[config.mk]
export PLATFORM = sky130hd
export DESIGN_NAME = captura_dosis
export DESIGN_NICKNAME = d
export VERILOG_FILES = /design/src/rtl/captura_dosis.sv
export SDC_FILE = /design/constraint.sdc
export NUM_CORES = 1
export LEC_CHECK = 0
export BUFFER_PORTS_ARGS = -buffer_cell sky130_fd_sc_hd__buf_2
export CORE_MARGIN = 3
export CORE_UTILIZATION = 50
export CTS_BUF_LIST = sky130_fd_sc_hd__clkbuf_2 sky130_fd_sc_hd__clkbuf_4 sky130_fd_sc_hd__clkbuf_8
export CTS_CLUSTER_SIZE = 10
export DETAILED_ROUTE_END_ITERATION = 6
export PLACE_DENSITY = 0.74
export SLEW_MARGIN = 20
export SYNTH_ARGS = -nofsm -noshare
export SYNTH_HDL_FRONTEND = slang
export SYNTH_SLANG_ARGS = --single-unit
export TNS_END_PERCENT = 30
[constraint.sdc]
create_clock -name clk -period 2.44 [get_ports clk]
set_clock_uncertainty 0.05 [all_clocks]
set_input_delay 0.122 -clock clk [delete_from_list [all_inputs] [get_ports clk]]
set_output_delay 0.122 -clock clk [all_outputs]
set_load 0.05 [all_outputs]
[src/rtl/captura_dosis.sv]
// captura_dosis
// Turns the keypad key-code stream into a dosing request.
// The operator enters a compartment key (A-D) and a BCD quantity of up to N_DIG digits.
// '*' deletes the last digit. When the buffer is empty, '*' cancels the entry.
// '#' confirms the entry.
// A confirmed entry is held on valido/dato_bcd/compartimento until the scheduler accepts it with listo.
// If no key is accepted for TIMEOUT cycles while an entry is open, the entry is abandoned.
//
// Ports
//   clk            system clock, posedge
//   rst_n          asynchronous active-low reset
//   numeros[4:0]   key code; bit4 marks a one-cycle key event
//   listo          downstream ready
//   valido         confirmed entry available, held until accepted
//   dato_bcd       confirmed quantity, BCD, digit0 = LSD
//   compartimento  confirmed compartment, A=0 .. D=3
//   buf_bcd        live entry buffer for the display
//   n_digitos      digits currently held in buf_bcd
//   error          one-cycle pulse on a rejected key or on timeout
//   estado         00 IDLE, 01 ENTRY, 10 PEND
//
// State | meaning
// IDLE  | waiting for a compartment key
// ENTRY | collecting digits, inactivity timer running
// PEND  | confirmed entry offered downstream, keys ignored
//
// N_DIG must be 2..7 because n_digitos is 3 bits wide.
// TIMEOUT must be >= 2.

module captura_dosis #(
    parameter int N_DIG   = 4,
    parameter int TIMEOUT = 50000
) (
    input  logic               clk,
    input  logic               rst_n,
    input  logic [4:0]         numeros,
    input  logic               listo,
    output logic               valido,
    output logic [4*N_DIG-1:0] dato_bcd,
    output logic [1:0]         compartimento,
    output logic [4*N_DIG-1:0] buf_bcd,
    output logic [2:0]         n_digitos,
    output logic               error,
    output logic [1:0]         estado
);

    localparam int              TW       = $clog2(TIMEOUT);
    localparam logic [TW-1:0]   T_RELOAD = TW'(TIMEOUT - 1);
    localparam logic [2:0]      N_MAX    = 3'(N_DIG);

    typedef enum logic [1:0] {
        S_IDLE  = 2'b00,
        S_ENTRY = 2'b01,
        S_PEND  = 2'b10
    } state_t;

    state_t             state, state_nxt;
    logic [1:0]         sel, sel_nxt;
    logic [TW-1:0]      timer, timer_nxt;
    logic [4*N_DIG-1:0] buf_nxt, dato_nxt;
    logic [2:0]         n_nxt;
    logic [1:0]         comp_nxt;
    logic               valido_nxt, error_nxt;

    logic       key_ev, is_digit, is_comp, is_back, is_conf;
    logic [3:0] code;
    logic [TW-1:0] timer_dec;

    assign key_ev   = numeros[4];
    assign code     = numeros[3:0];
    assign is_digit = key_ev && (code <= 4'd9);
    assign is_comp  = key_ev && (code >= 4'd10) && (code <= 4'd13);
    assign is_back  = key_ev && (code == 4'd14);
    assign is_conf  = key_ev && (code == 4'd15);

    // Rejected keys still count as inactivity.
    // The counter therefore keeps running on them and saturates at zero.
    assign timer_dec = (timer == '0) ? '0 : timer - TW'(1);

    assign estado = state;

    always_ff @(posedge clk or negedge rst_n) begin
        if (!rst_n) begin
            state         <= S_IDLE;
            sel           <= '0;
            timer         <= '0;
            buf_bcd       <= '0;
            n_digitos     <= '0;
            dato_bcd      <= '0;
            compartimento <= '0;
            valido        <= 1'b0;
            error         <= 1'b0;
        end else begin
            state         <= state_nxt;
            sel           <= sel_nxt;
            timer         <= timer_nxt;
            buf_bcd       <= buf_nxt;
            n_digitos     <= n_nxt;
            dato_bcd      <= dato_nxt;
            compartimento <= comp_nxt;
            valido        <= valido_nxt;
            error         <= error_nxt;
        end
    end

    always_comb begin
        state_nxt  = state;
        sel_nxt    = sel;
        timer_nxt  = timer;
        buf_nxt    = buf_bcd;
        n_nxt      = n_digitos;
        dato_nxt   = dato_bcd;
        comp_nxt   = compartimento;
        valido_nxt = valido;
        error_nxt  = 1'b0;

        case (state)
            S_IDLE: begin
                if (is_comp) begin
                    // Codes 0xA..0xD have low bits 10,11,00,01.
                    // Flipping bit1 maps them to A=0 .. D=3.
                    sel_nxt   = code[1:0] ^ 2'b10;
                    buf_nxt   = '0;
                    n_nxt     = '0;
                    timer_nxt = T_RELOAD;
                    state_nxt = S_ENTRY;
                end else if (key_ev) begin
                    error_nxt = 1'b1;
                end
            end

            S_ENTRY: begin
                if (!key_ev) begin
                    if (timer == '0) begin
                        buf_nxt   = '0;
                        n_nxt     = '0;
                        error_nxt = 1'b1;
                        state_nxt = S_IDLE;
                    end else begin
                        timer_nxt = timer_dec;
                    end
                end else if (is_digit) begin
                    if (n_digitos < N_MAX) begin
                        buf_nxt   = {buf_bcd[4*N_DIG-5:0], code};
                        n_nxt     = n_digitos + 3'd1;
                        timer_nxt = T_RELOAD;
                    end else begin
                        error_nxt = 1'b1;
                        timer_nxt = timer_dec;
                    end
                end else if (is_back) begin
                    if (n_digitos != 3'd0) begin
                        buf_nxt   = buf_bcd >> 4;
                        n_nxt     = n_digitos - 3'd1;
                        timer_nxt = T_RELOAD;
                    end else begin
                        state_nxt = S_IDLE;
                    end
                end else if (is_comp) begin
                    sel_nxt   = code[1:0] ^ 2'b10;
                    buf_nxt   = '0;
                    n_nxt     = '0;
                    timer_nxt = T_RELOAD;
                end else if (is_conf) begin
                    if (n_digitos == 3'd0) begin
                        error_nxt = 1'b1;
                        timer_nxt = timer_dec;
                    end else begin
                        dato_nxt   = buf_bcd;
                        comp_nxt   = sel;
                        valido_nxt = 1'b1;
                        state_nxt  = S_PEND;
                    end
                end
            end

            S_PEND: begin
                if (valido && listo) begin
                    valido_nxt = 1'b0;
                    buf_nxt    = '0;
                    n_nxt      = '0;
                    state_nxt  = S_IDLE;
                end
            end

            default: begin
                state_nxt = S_IDLE;
            end
        endcase
    end

endmodule

==> flow_metrics.env <==
export IMPL_cts_sinks=59
export IMPL_fin_crit_sh=0.9510
export IMPL_max_stage_delay_ns=0.49
export IMPL_synth_fp_nets=358
export IMPL_vias_per_cell=6.305
export IMPL_antenna_found_initial=0
export IMPL_hold_end="valido"
export IMPL_fp_dieH_um=88.31
export IMPL_dp_hpwl_um=6347
export IMPL_reg2reg_depth=8
export IMPL_numCtsBuffers=9
export IMPL_r2r_end="buf_bcd[4]"
export IMPL_dpl_instance_area_um2=3845
export IMPL_antennaDiodeCount=0
export IMPL_wl_per_cell_um=18.03
export IMPL_path_max_fanout=9
export IMPL_synth_most_common_cell="dfrtp_1"
export IMPL_cap_violations=0
export IMPL_numPortBuffers=48
export IMPL_first_iter_violations=250
export IMPL_final_antenna_net_count=0
export IMPL_min_delay_start="listo"
export IMPL_insertion_delay_ns=0.35
export IMPL_io_pins=49
export IMPL_cts_tree="yes"
export IMPL_synth_common_cells="59 x dfrtp_1, 24 x nand2_1, 21 x a21oi_1"
export IMPL_setup_viol_count_final=0
export IMPL_rsz0062_at_grt="true"
export IMPL_initial_core_util=0.5244
export IMPL_yosysTopAreaCell="dfrtp_1"
export IMPL_irDropWorstVdd_mv=0.8528
export IMPL_grt_busiest_layer="met2"
export IMPL_setup_worst_path_end_class="flop"
export IMPL_cts_buffer_depth=2
export IMPL_period_minus_slack_ns=2.320
export IMPL_pwr_share_comb=0.474
export IMPL_die_area_um2=7798
export IMPL_stdcell_area_um2=4091
export IMPL_post_cts_buffers=0
export IMPL_synth_edf_count=0
export IMPL_core_area_um2=6459
export IMPL_root_buffer="clkbuf_8"
export IMPL_cp_common_cell="nor3_1"
export IMPL_critPathArrivalTime_ns=2.49
export IMPL_drive_gt1_frac=0.3083
export IMPL_dr_pass1_iters=5
export IMPL_crit_buf_inv=2
export IMPL_p_leak_uw=0.001969
export IMPL_drv_slew=0
export IMPL_yosys_warnings=0
export IMPL_swShare=0.4538
export IMPL_num_rows=29
export IMPL_die_w_um=88.31
export IMPL_grt_pass1_vias=2861
export IMPL_critPathKind="reg -> reg"
export IMPL_totalWireLength_um=8817
export IMPL_fmax_mhz=430.9
export IMPL_synthCells=342
export IMPL_yosysSeqAreaShare=0.4359
export IMPL_hp_class="in -> reg"
export IMPL_syn_to_final_growth_pct=20.80
export IMPL_synth_top_cells_by_area="dfrtp_1 44%, mux2_2 6.3%, a21oi_1 3.1%, ha_1 3.0%, nand2_1 2.7%"
export IMPL_power_density_nw_per_um2=1093
export IMPL_gr_usage_met2=0.3549
export IMPL_fillers=527
export IMPL_grtUsageMet1=0.3539
export IMPL_r2r_start="n_digitos[0]"
export IMPL_path_cells="inv_1, ha_1, nand2b_1, nor3_1, or3_1, buf_4, nor3_1, a211o_1"
export IMPL_grt_pass1_wl_um=14550
export IMPL_p_switching_uw=2030
export IMPL_route_detailed_drc=0
export IMPL_grt_overflow=0
export IMPL_syn_area_um2=3387
export IMPL_vias=3083
export IMPL_critPathSlowestCell="nor3_1"
export IMPL_fin_tns_setup_ns=0
export IMPL_synth_top_area_share=0.4359
export IMPL_status="complete, no violations"
export IMPL_avgSynthCellArea_um2=9.904
export IMPL_grt_use_met3=0.04469
export IMPL_p_clk_frac=0.229
export IMPL_seqPwrFrac=0.297
export IMPL_max_slew_margin=0.5660
export IMPL_grt_max_degree=60
export IMPL_gp_congestion=0.9684
export IMPL_synth_cell_types=60
export IMPL_hold_viol_final=0
export IMPL_p_int_uw=2443
export IMPL_synth_main_ff_cell="dfrtp_1"
export IMPL_min_delay_path_depth=4
export IMPL_fin_nets=423
export IMPL_async_flop_share=1.000
export IMPL_tightest_slew_ns=0.6467
export IMPL_synth_seq_cells=59
export IMPL_rrSetupSlack_ns=0.12
export IMPL_clk_pin_slew_worst_paths_ns=0.07
export IMPL_track_usage=0.2415
export IMPL_setup_worst_path_start_class="flop"
export IMPL_hold_worst_slack_ns=0.05432
export IMPL_cp_required_ns=2.61
export IMPL_h_tree_depth=3
export IMPL_critical_path_top_delay_family="simple AND/OR/NAND/NOR gates"
[flip-flops by register name, indices dropped and copies added (netlist names)]
name / flops
timer: 16
sel: 2
compartimento: 2
buf_bcd: 16
estado: 2
valido: 1
error: 1
n_digitos: 3
dato_bcd: 16
[logic make-up after synthesis]
family,synth area share
fa+ha+maj,0.02955
simple gates,0.1725
flops,0.4359
xor+xnor,0.01071
mux,0.06945
buf+inv,0.04433
compound gates,0.2375
[cell usage in the layout (no fill, tap or decap), drive strengths merged, types with 7 or more instances in the layout]
cell type  count
clkbuf        12
a21oi         21
mux2          20
o31ai         13
nor3          17
buf           72
o21ai         19
ha             8
dfrtp         59
o221ai         8
nand2         24
a22o           7
inv           15
a211o          8
nor2          19
[worst register-to-register path, stage by stage (launching register included)]
cell	delay, ns
dfrtp_2	0.44
inv_1	0.09
ha_1	0.20
nand2b_1	0.12
nor3_1	0.49
or3_1	0.25
buf_4	0.20
nor3_1	0.07
a211o_1	0.28
[layout make-up]
cell class / count / area (um^2) / area share
Inverter: 15 / 56.30 / 0.01376
Timing Repair Buffer: 73 / 442.9 / 0.1083
Clock buffer: 12 / 152.6 / 0.03731
Multi-Input combinational cell: 249 / 1788 / 0.4370
Sequential cell: 59 / 1481 / 0.3621
Tap cell: 77 / 96.34 / 0.02355
Clock inverter: 4 / 73.82 / 0.01804
[stage by stage]
step | setup WS, ns | instances | util | power, uW
final | 0.1195 | 489 | 0.6335 | 4473
after global placement | 0.2008 | 472 | 0.5953 | 3387
after global routing | -0.01303 | 489 | 0.6335 | 4718
after CTS | 0.05452 | 489 | 0.6319 | 4463
after detailed placement | 0.07240 | 472 | 0.5953 | 3430
after floorplan | -0.02100 | 342 | - | 2800
[timing repair]
item                       in CTS  in global routing
setup endpoints to repair       0                 28
gates resized for setup         0                  2
hold buffers                    1                  0
hold endpoints to repair       59                  0
[power groups by stage]
stage	Clock (uW)	Sequential, uW	Combinational [uW]
CTS	1040	1330	2100
detailed placement	0	1340	2090
global placement	0	1330	2060
finish	1020	1330	2120
floorplan	0	1720	1080
global route	1080	1360	2280
[layer usage]
layer | up-vias | part of all wire
met2 | 113 | 0.46
met3 | 19 | 0.054
met4 | 0 | 0.021
met1 | 1516 | 0.47
met5 | - | 0
li1 | 1435 | -
[worst max path at each step]
stage	from	to	slack [ns]	cells past startpoint
5_1_grt	timer[0]	buf_bcd[4]	-0.01	7
2_1_floorplan	estado[1]	buf_bcd[2]	-0.02	8
6_report	n_digitos[0]	buf_bcd[4]	0.12	8
3_5_place_dp	timer[0]	buf_bcd[4]	0.07	7
4_1_cts	timer[0]	buf_bcd[4]	0.05	7
3_3_place_gp	estado[0]	buf_bcd[2]	0.20	7
No activity file was read; power rests on OpenSTA's default activity.
